===== src/rtl/amp_cfg_sequencer_pkg.sv =====
// amp_cfg_sequencer_pkg: shared state encoding and constants for the amp config sequencer
package amp_cfg_sequencer_pkg;
  typedef enum logic [2:0] {IDLE, FETCH, WAIT_ROM, ISSUE, WAIT_RSP, GAP, DONE, FAIL} state_t;
  localparam logic [15:0] END_MARK = 16'hFFFF;
  localparam logic [6:0] DEF_DEV_ADDR = 7'h2C;
endpackage


===== src/rtl/amp_cfg_sequencer.sv =====
// amp_cfg_sequencer: walks a register table and issues one I2C write per entry with NACK retry and inter-write gaps
module amp_cfg_sequencer
  import amp_cfg_sequencer_pkg::*;
#(
  parameter int N_ENTRIES = 16,
  parameter int IDX_W = 4,
  parameter logic [6:0] DEV_ADDR = DEF_DEV_ADDR,
  parameter int MAX_RETRY = 3,
  parameter int GAP_CYC = 500
) (
  input  logic             clk,
  input  logic             reset,
  input  logic             send_cfg,
  output logic [IDX_W-1:0] tbl_addr,
  input  logic [15:0]      tbl_data,
  output logic             cmd_valid,
  input  logic             cmd_ready,
  output logic [6:0]       cmd_dev,
  output logic [7:0]       cmd_reg,
  output logic [7:0]       cmd_data,
  input  logic             rsp_valid,
  input  logic             rsp_nack,
  output logic             busy,
  output logic             done,
  output logic             err,
  output logic [IDX_W-1:0] err_idx,
  output logic [IDX_W:0]   wr_count
);
  localparam int GW = $clog2(GAP_CYC + 1);
  localparam int RW = $clog2(MAX_RETRY + 2);
  localparam logic [IDX_W-1:0] LAST = IDX_W'(N_ENTRIES - 1);
  localparam logic [RW-1:0] RMAX = RW'(MAX_RETRY);
  state_t state, nxt;
  logic send_q, rise_r, start, last;
  logic [IDX_W-1:0] idx;
  logic [RW-1:0] retries;
  logic [GW-1:0] gap_cnt;
  logic [15:0] ent;
  assign start = rise_r && state inside {IDLE, DONE, FAIL};
  assign last = idx == LAST;
  assign tbl_addr = idx;
  assign cmd_reg = ent[15:8];
  assign cmd_data = ent[7:0];
  // state register; async reset drops cmd_valid/busy at once
  always_ff @(posedge clk or posedge reset)
    if (reset) state <= IDLE;
    else state <= nxt;
  // next-state: ack advances (or finishes on the last slot), nack retries via the gap until exhausted
  always_comb begin
    nxt = state;
    case (state)
      IDLE, DONE, FAIL: nxt = start ? FETCH : IDLE;
      FETCH:            nxt = WAIT_ROM;
      WAIT_ROM:         nxt = tbl_data == END_MARK ? DONE : ISSUE;
      ISSUE:            nxt = cmd_ready ? WAIT_RSP : ISSUE;
      WAIT_RSP:         nxt = !rsp_valid ? WAIT_RSP :
                              !rsp_nack ? (last ? DONE : GAP) :
                              retries == RMAX ? FAIL : GAP;
      GAP:              nxt = gap_cnt != '0 ? GAP : retries == '0 ? FETCH : ISSUE;
      default:          nxt = IDLE;
    endcase
  end
  // outputs decoded from the registered state so they are glitch-free
  always_comb begin
    busy = state inside {FETCH, WAIT_ROM, ISSUE, WAIT_RSP, GAP};
    cmd_valid = state == ISSUE;
    done = state == DONE;
    cmd_dev = cmd_valid ? DEV_ADDR : '0;
  end
  // datapath: edge detect (primed high), entry capture, counters and status
  always_ff @(posedge clk or posedge reset)
    if (reset) begin
      send_q <= 1'b1;
      rise_r <= 1'b0;
      idx <= '0;
      retries <= '0;
      gap_cnt <= '0;
      ent <= '0;
      err <= 1'b0;
      err_idx <= '0;
      wr_count <= '0;
    end else begin
      send_q <= send_cfg;
      rise_r <= send_cfg & ~send_q;
      if (start) begin
        idx <= '0;
        retries <= '0;
        err <= 1'b0;
        err_idx <= '0;
        wr_count <= '0;
      end
      if (state == WAIT_ROM) ent <= tbl_data;
      if (state == WAIT_RSP && rsp_valid) begin
        gap_cnt <= GW'(GAP_CYC - 1);
        if (!rsp_nack) begin
          wr_count <= wr_count + (IDX_W + 1)'(1);
          retries <= '0;
          if (!last) idx <= idx + IDX_W'(1);
        end else if (retries == RMAX) begin
          err <= 1'b1;
          err_idx <= idx;
        end else retries <= retries + RW'(1);
      end
      if (state == GAP && gap_cnt != '0) gap_cnt <= gap_cnt - GW'(1);
    end
endmodule


===== config.mk =====
export PLATFORM = sky130hd
export DESIGN_NAME = amp_cfg_sequencer
export DESIGN_NICKNAME = d
export VERILOG_FILES = /design/src/rtl/amp_cfg_sequencer_pkg.sv /design/src/rtl/amp_cfg_sequencer.sv
export SDC_FILE = /design/constraint.sdc
export NUM_CORES = 1
export LEC_CHECK = 0
export ABC_CLOCK_PERIOD_IN_PS = 3500
export BUFFER_PORTS_ARGS = -buffer_cell sky130_fd_sc_hd__buf_2
export CAP_MARGIN = 20
export CORE_MARGIN = 2
export CORE_UTILIZATION = 23
export CTS_BUF_LIST = sky130_fd_sc_hd__clkbuf_8 sky130_fd_sc_hd__clkbuf_16
export DETAILED_ROUTE_END_ITERATION = 7
export SLEW_MARGIN = 25
export SYNTH_ARGS = -nofsm -noshare
export SYNTH_HDL_FRONTEND = slang
export SYNTH_SLANG_ARGS = --single-unit

===== constraint.sdc =====
create_clock -name clk -period 3.5 [get_ports clk]
set_clock_uncertainty 0.1 [all_clocks]
set_input_delay 0.35 -clock clk [delete_from_list [all_inputs] [get_ports clk]]
set_output_delay 0.35 -clock clk [all_outputs]
set_load 0.005 [all_outputs]

==> impl.org, run 1 <==
** Timing
- Dividing the final minimum period by the clock period gives 0.639.
- Final Critical Period :: 2.24 ns
- Actual transition at the worst max-transition pin :: 0.819 ns
- The number of hold-slack violations in the final timing report is 0.
- Max-slew violation count :: 0
- FMAX :: 0.447 GHz
- Setup repair after global routing missed its margin :: no
- Number of setup violations in the final report :: 0
- Headroom to the max-slew limit came out at 0.453.
- In the final timing run, aggregate negative setup slack is 0 ns.

** Finish
- Fill cells in the final layout number 1063.
- Ratio of cells with drive above 1 in the final layout :: 0.324
- Area of all placed cells without fillers :: 2820 um^2
- In the final design database the tool counted 304 nets.
- 0 antenna diodes ended up in the layout.
- Area added between synthesis and finish :: 20.2%

** Worst hold path
- The worst hold path belongs to the class input pin to register.

** Clocking
- Num Clock Sinks :: 47
- The later pin in the worst-skew pair is clocked with a latency of 0.29 ns.
- Gates resized during post-CTS repair numbered 0.
- Total CTS buffers :: 5
- Once the clock tree was built, the setup fixing pass inserted 0 buffers.
- Clock Root Buffer :: sky130_fd_sc_hd__clkbuf_8
- Hold buffers post-CTS :: 0
- CTS tree :: yes
- Clock-pin slew was measured on the worst setup and hold paths at 0.09 ns.
- The longest clock path from root to sink contains 2 buffers.
- The clock tree synthesis step divided the H-tree into 2 levels.

** Die
- Number of rows in the core area :: 36
- The floorplan step defined a core boundary enclosing 9860 um^2.
- The initial utilization of the core area, before any placement, comes to 0.238.
- Number of top-level design ports :: 62
- Die outline width :: 105 um
- Overall die height :: 105 um
- The floorplan step defined a die boundary enclosing 11000 um^2.

** Placed design
- Placed wire-length estimate after detailed placement :: 3.74 mm
- Final weighted congestion of routability-driven global placement :: 0.700
- # port buffers :: 57
- After detailed placement, the total cell area comes to 2730 um^2.

** Setup path
- Startpoint type of the worst setup path :: register
- STA puts the critical path data arrival time at 2.32 ns.
- In this run the worst path has a maximum fanout of 15.
- Data on the critical path is required at its endpoint by 3.59 ns.
- The worst setup path is captured at a register.
- The setup path with the least slack is of type register to register.

** Synthesis
- The cell area that synthesis handed to floorplanning was 2350 um^2.
- Yosys mapped the design onto 48 distinct sky130hd cell types.
- Leading area contributor after synthesis :: sky130_fd_sc_hd__dfrtp_1
- Synthesized flop and latch total :: 47
- Most frequent cells after synthesis :: sky130_fd_sc_hd__dfrtp_1, sky130_fd_sc_hd__mux2_2, sky130_fd_sc_hd__nand2_1
- Async S/R FF share, synth :: 1.00
- sky130_fd_sc_hd__dfrtp_1 is the most common cell in the netlist.
- In the synthesized netlist the dominant register cell turns out to be sky130_fd_sc_hd__dfrtp_1.
- Of the post-synthesis cell area, the dominant cell type holds 0.490.
- Count of yosys warnings during synthesis :: 0
- Gate Count Post-Synth :: 225
- EDFF count, synth :: 0
- Top cells by area, synth :: sky130_fd_sc_hd__dfrtp_1, sky130_fd_sc_hd__mux2_2, sky130_fd_sc_hd__nand3_1, sky130_fd_sc_hd__ha_1, sky130_fd_sc_hd__nand2_1
- Of the synthesized area, sequential elements account for 0.501.
- Syn avg cell area :: 10.4 um^2

** GRT
- Global-route wire length before repair :: 8.78 mm
- The total overflow left after global routing is 0.
- GRT Util Overall :: 0.0966
- Antenna violations before repair :: 0
- Vias in the first global route :: 1772
- Pin count of the biggest net entering global routing :: 48

** Route
- For this block, the initial DRC count from the detailed router was 47.
- Detail-routed via count per cell :: 4.56
- Dividing the detail-routed wire length by the instance count gives 12.7 um.
- Detailed-routing iteration count for the pre-antenna-repair pass :: 4
- Count of nets left with antenna violations after detail routing :: 0
- Overall via count from detail_route :: 1874
- Total Routed Length :: 5.22 mm
- Remaining design rule violation count :: 0

** Pwr
- Maximum ir drop on the vdd rail :: 0.000317 V
- Leakage component of the power :: 1.31 nW
- The completed layout was analyzed and its total power is 1.92 mW.
- In this run the power density over the cells is 681 nW/um^2.

** Flow run
- Number of maximum-capacitance constraint violations :: 0

** Run status
- Result of the run :: completed
cells in the final DEF (no fill, tap or decap), types with 5 or more instances in the layout:
cell type and n:
sky130_fd_sc_hd__buf_2 57, sky130_fd_sc_hd__dfrtp_1 46, sky130_fd_sc_hd__mux2_2 17, sky130_fd_sc_hd__nand2_1 16
sky130_fd_sc_hd__nor2_1 15, sky130_fd_sc_hd__nand3_1 14, sky130_fd_sc_hd__a21oi_1 10, sky130_fd_sc_hd__nor3_1 8
sky130_fd_sc_hd__inv_1 8, sky130_fd_sc_hd__nand4_1 8, sky130_fd_sc_hd__o21ai_0 7, sky130_fd_sc_hd__clkbuf_8 6
sky130_fd_sc_hd__nor2b_1 5, sky130_fd_sc_hd__ha_1 5
sequential cells by signal, summed over array words and instances (netlist names):
register / cells
ent: 16
err: 1
err_idx: 4
gap_cnt: 9
retries: 3
rise_r: 1
send_q: 1
state: 3
tbl_addr: 4
wr_count: 5
through the flow:
step                hold slack [ns]   util  worst slack (ns)  cells
floorplan                     0.254      -              1.46    228
global placement              0.361  0.277              1.40    403
detailed placement            0.365  0.277              1.30    403
CTS                          0.0527  0.286              1.29    411
global route                 0.0462  0.286              1.10    411
finish                       0.0646  0.286              1.26    411
worst paths after layout:
kind | from | endpoint | slack [ns] | cells after the start
setup / recovery | state[0]$_DFF_PP0_ | tbl_addr[0]$_DFF_PP0_ | 1.26 | 4
hold / removal | send_cfg | send_q$_DFF_PP1_ | 0.06 | 1
setup reg to reg | state[0]$_DFF_PP0_ | tbl_addr[0]$_DFF_PP0_ | 1.26 | 4
hold reg to reg | wr_count[4]$_DFF_PP0_ | wr_count[4]$_DFF_PP0_ | 0.38 | 1
max in group asynchronous | reset | gap_cnt[7]$_DFFE_PP0P_ | 2.73 | 2
min in group asynchronous | reset | ent[0]$_DFFE_PP0P_ | 0.09 | 2
area by class of cell:
cell class | count | area [um^2] | share of cell area
multi-input cells | 155 | 1050 | 0.372
repair buffers | 60 | 308 | 0.109
well taps | 133 | 166 | 0.0589
flip-flops and latches | 47 | 1180 | 0.417
inverters | 8 | 31.3 | 0.0111
clock buffers | 6 | 82.6 | 0.0292
clock inverters | 2 | 8.76 | 0.00310
where the power goes:
group | switching (mW) | internal [mW]
Clock | 0.177 | 0.157
Combinational | 0.311 | 0.372
Sequential | 0.181 | 0.724
logic make-up (layout without fill, tap and decap cells):
| family | count (synthesis) | count (layout) | synth area share |
|---|---|---|---|
| XOR/XNOR | 2 | 2 | 0.00746 |
| flip-flops | 47 | 47 | 0.501 |
| AND/OR/NAND/NOR | 86 | 86 | 0.196 |
| other | 1 | 4 | 0.00160 |
| buffers and inverters | 26 | 76 | 0.0586 |
| AO/OA/AOI/OAI | 38 | 38 | 0.114 |
| multiplexers | 20 | 20 | 0.0943 |
| adder cells (fa/ha/maj) | 5 | 5 | 0.0266 |
routing by layer:
metal	vias to the layer above	part of all wire	GRT usage	routed length (um)
li1	906	-	-	-
met1	917	0.49	0.130	2530
met2	49	0.47	0.158	2440
met3	2	0.042	0.0237	219
met4	0	0.0046	0.0200	24
met5	-	0	0	0
critical path, cell delays in order, from the launching register on:
cell                        delay, ns
sky130_fd_sc_hd__dfrtp_1         0.55
sky130_fd_sc_hd__nand4bb_1       0.60
sky130_fd_sc_hd__nor3b_1         0.49
sky130_fd_sc_hd__nor2_1          0.11
sky130_fd_sc_hd__mux2_2          0.28
Note: power is estimated with default switching activity, not from simulation.
==> inputs of run 2 (changes only) <==
--- a/config.mk
+++ b/config.mk
@@ -5,7 +5,7 @@
 export SDC_FILE = /design/constraint.sdc
 export NUM_CORES = 1
 export LEC_CHECK = 0
-export ABC_CLOCK_PERIOD_IN_PS = 3500
+export ABC_CLOCK_PERIOD_IN_PS = 1900
 export BUFFER_PORTS_ARGS = -buffer_cell sky130_fd_sc_hd__buf_2
 export CAP_MARGIN = 20
 export CORE_MARGIN = 2
==> constraint.sdc (replaced) <==
create_clock -name clk -period 1.9 [get_ports clk]
set_clock_uncertainty 0.1 [all_clocks]
set_input_delay 0.19 -clock clk [delete_from_list [all_inputs] [get_ports clk]]
set_output_delay 0.19 -clock clk [all_outputs]
set_load 0.005 [all_outputs]
==> run 2 against run 1 <==
  * The flow now finishes with violations (negative setup slack)
  * Register-to-register slack worse by 1.3 ns
  * Global-route usage is 1.0 points higher
  * Wire length is 5.6% higher
  * Sequential share of layout area is 3.3 points lower
  * Cell area is 8.6% higher
  * Clock power is 130% higher
  * Largest power group is now combinational logic
  * Highest routed layer unchanged
==> impl.org, run 2 (synthesis results as in run 1) <==
** Timing
- FMAX :: 0.518 GHz
- For the pin with the worst max-slew slack, the measured transition is 0.684 ns.
- Number of setup violations in the final report :: 1
- Dividing the final minimum period by the clock period gives 1.02.
- For the final routed database, the setup TNS stands at -0.0320 ns.
- The number of hold-slack violations in the final timing report is 0.
- Setup repair after global routing could not meet its margin everywhere.
- After layout, the worst setup slack is -0.0320 ns.
- For the finished layout, the period the worst path requires is 1.93 ns.
- The number of slew-limit violations in the final report came to 0.
- Worst slew margin relative to its limit :: 0.540

** Setup path
- Crit path cell chain :: inv_1 > ha_2 > or3b_4 > o311a_4 > buf_6 > mux2i_1 > mux2i_1
- For this run, the slowest stage of the critical path takes 0.39 ns.
- The worst setup path is captured at a register.
- The worst setup path is launched from a register.
- Along the worst path, the maximum fanout reaches 7.
- For the worst setup path, the data required time is 1.99 ns.
- The critical path is of the register to register type.
- Data on the critical path arrives at its endpoint at 2.02 ns.
- Cell repeated most along the worst path :: sky130_fd_sc_hd__mux2i_1
- Slowest cell on the critical path :: sky130_fd_sc_hd__dfrtp_1

** Route
- In the routed layout, each cell is associated on average with a via count of 4.50.
- Overall via count from detail_route :: 1943
- In the final routed layout, each cell accounts on average for 12.8 um.
- Remaining design rule violation count :: 0
- Total Routed Length :: 5.51 mm
- The detailed router finished its first iteration with 85 violations.
- Count of nets left with antenna violations after detail routing :: 0
- Detailed-routing iteration count for the pre-antenna-repair pass :: 4

** Die
- Floorplan core area :: 9860 um^2
- Starting density of the core :: 0.238
- The die covers 11000 um^2.
- Die outline width :: 105 um
- From bottom edge to top edge, the die measures 105 um.
- Number of top-level design ports :: 62
- Number of rows in the core area :: 36

** GRT
- Entering global routing, the biggest net connects 48 pins.
- For this run, the total global-route usage over all layers was measured as 0.107.
- The total overflow left after global routing is 0.
- Vias in the first global route :: 1919
- Global-route wire length before repair :: 9.58 mm
- Antenna violations before repair :: 0

** Clocking
- Number of buffers between clock root and the deepest sink :: 2
- CTS saw 47 sinks.
- Total CTS buffers :: 5
- Skew-Pair Late Insertion Delay :: 0.31 ns
- In this run the number of H-tree levels came out at 2.
- TritonCTS built the clock tree.
- After clock tree synthesis, the clock-pin slew on the worst setup and hold paths is 0.09 ns.
- The tree is rooted in a sky130_fd_sc_hd__clkbuf_8.

** Finish
- Area of all placed cells without fillers :: 3070 um^2
- The number of antenna diodes in the final layout is 0.
- Final Net Count :: 325
- Ratio of cells with drive above 1 in the final layout :: 0.398
- From synthesis to final layout, the design area changed by 30.5%.
- Fill cell count :: 1002
- Ranked by flip-flop count, first place goes to ent.
- At the end of the flow the core is filled with cells to 0.311.
- Largest registers ranked by flip-flop count :: ent x16, gap_cnt x9, wr_count x5
- In the layout the commonest cells are sky130_fd_sc_hd__buf_2, sky130_fd_sc_hd__dfrtp_1, sky130_fd_sc_hd__buf_4.
- The library cell used most frequently in the layout, excluding fill and tap cells, is sky130_fd_sc_hd__buf_2.
- The register with the most flip-flops in the layout has 16 of them.

** Flow run
- Across the run, the number of max-cap violations was 0.

** Run status
- The run finished, with violations left.
- The final reports fail on negative setup slack.

** Pwr
- Power density relative to cell area :: 1280 nW/um^2
- Across the VDD grid, the largest voltage drop is 0.000705 V.
- Leakage component of the power :: 1.43 nW

** Worst hold path
- The worst hold path belongs to the class input pin to register.

** Placed design
- Buffers placed on the I/O ports in this run total 57.
- Routability-driven placement finished with a final weighted congestion of 0.754.
- Placed Area :: 2870 um^2
- Placed wire-length estimate after detailed placement :: 3.97 mm
==> run 2: cell types whose count changed in the layout (fill, tap and decap cells not counted), moves of 2 or more <==
cell                            before  now
sky130_fd_sc_hd__buf_4               3   20
sky130_fd_sc_hd__clkinv_2            2    0
sky130_fd_sc_hd__dlygate4sd3_1       0    2
sky130_fd_sc_hd__nor3_1              8    6
sky130_fd_sc_hd__nor3_2              0    2
==> run 2: routing by layer <==
metal	GRT usage	share of wire	vias to the layer above
met5	0	0	-
met4	0.0314	0.012	0
met3	0.0262	0.044	5
met2	0.177	0.50	53
met1	0.138	0.44	928
li1	-	-	957
==> run 2: area by class of cell <==
class / count / area (um^2) / share of cell area
timing repair buffer: 81 / 487 / 0.159
inverter: 8 / 30.0 / 0.00980
sequential: 47 / 1180 / 0.384
tap: 133 / 166 / 0.0543
clock buffer: 5 / 68.8 / 0.0224
multi-input combinational: 155 / 1090 / 0.356
clock inverter: 3 / 46.3 / 0.0151
==> run 2: worst max-delay path, delay by kind of cell, from the launching register on <==
| family | cells | cell delay, ns |
|---|---|---|
| DFF | 1 | 0.39 |
| and+or+nand+nor | 1 | 0.38 |
| buffers and inverters | 2 | 0.20 |
| adders and majority gates | 1 | 0.16 |
| AOI/OAI and AO/OA | 1 | 0.36 |
| muxes | 2 | 0.23 |
==> run 2: worst paths after layout <==
kind	startpoint	to	slack, ns	depth (start not counted)
min	tbl_data[7]	ent[7]$_DFFE_PP0P_	0.03	2
max	gap_cnt[1]$_DFFE_PP0P_	gap_cnt[7]$_DFFE_PP0P_	-0.03	7
min in group asynchronous	reset	ent[5]$_DFFE_PP0P_	0.48	4
max reg2reg	gap_cnt[1]$_DFFE_PP0P_	gap_cnt[7]$_DFFE_PP0P_	-0.03	7
min reg2reg	wr_count[4]$_DFF_PP0_	wr_count[4]$_DFF_PP0_	0.38	1
max in group asynchronous	reset	gap_cnt[6]$_DFFE_PP0P_	0.81	4
==> run 2: what timing repair did <==
item,in CTS,in global routing
setup buffers,3,0
pin swaps,2,2
endpoints found under the setup margin,2,10
hold endpoints to repair,47,0
gates resized for setup,5,5
hold buffers,2,0
==> run 2: report_power, final <==
group | leakage, nW | switching, mW | internal, mW
clock network | 0.0548 | 0.367 | 0.397
registers | 0.577 | 0.238 | 1.33
logic | 0.799 | 0.715 | 0.866
==> run 2: stage by stage <==
stage,total power [mW],cells,worst slack [ns],hold WS (ns)
floorplan,2.51,228,-0.0990,0.0945
global placement,3.08,419,0.0121,0.204
detailed placement,3.13,419,-0.0237,0.206
CTS,3.97,432,-0.0798,0.0131
global route,4.24,432,-0.112,0.0169
finish,3.92,432,-0.0320,0.0272
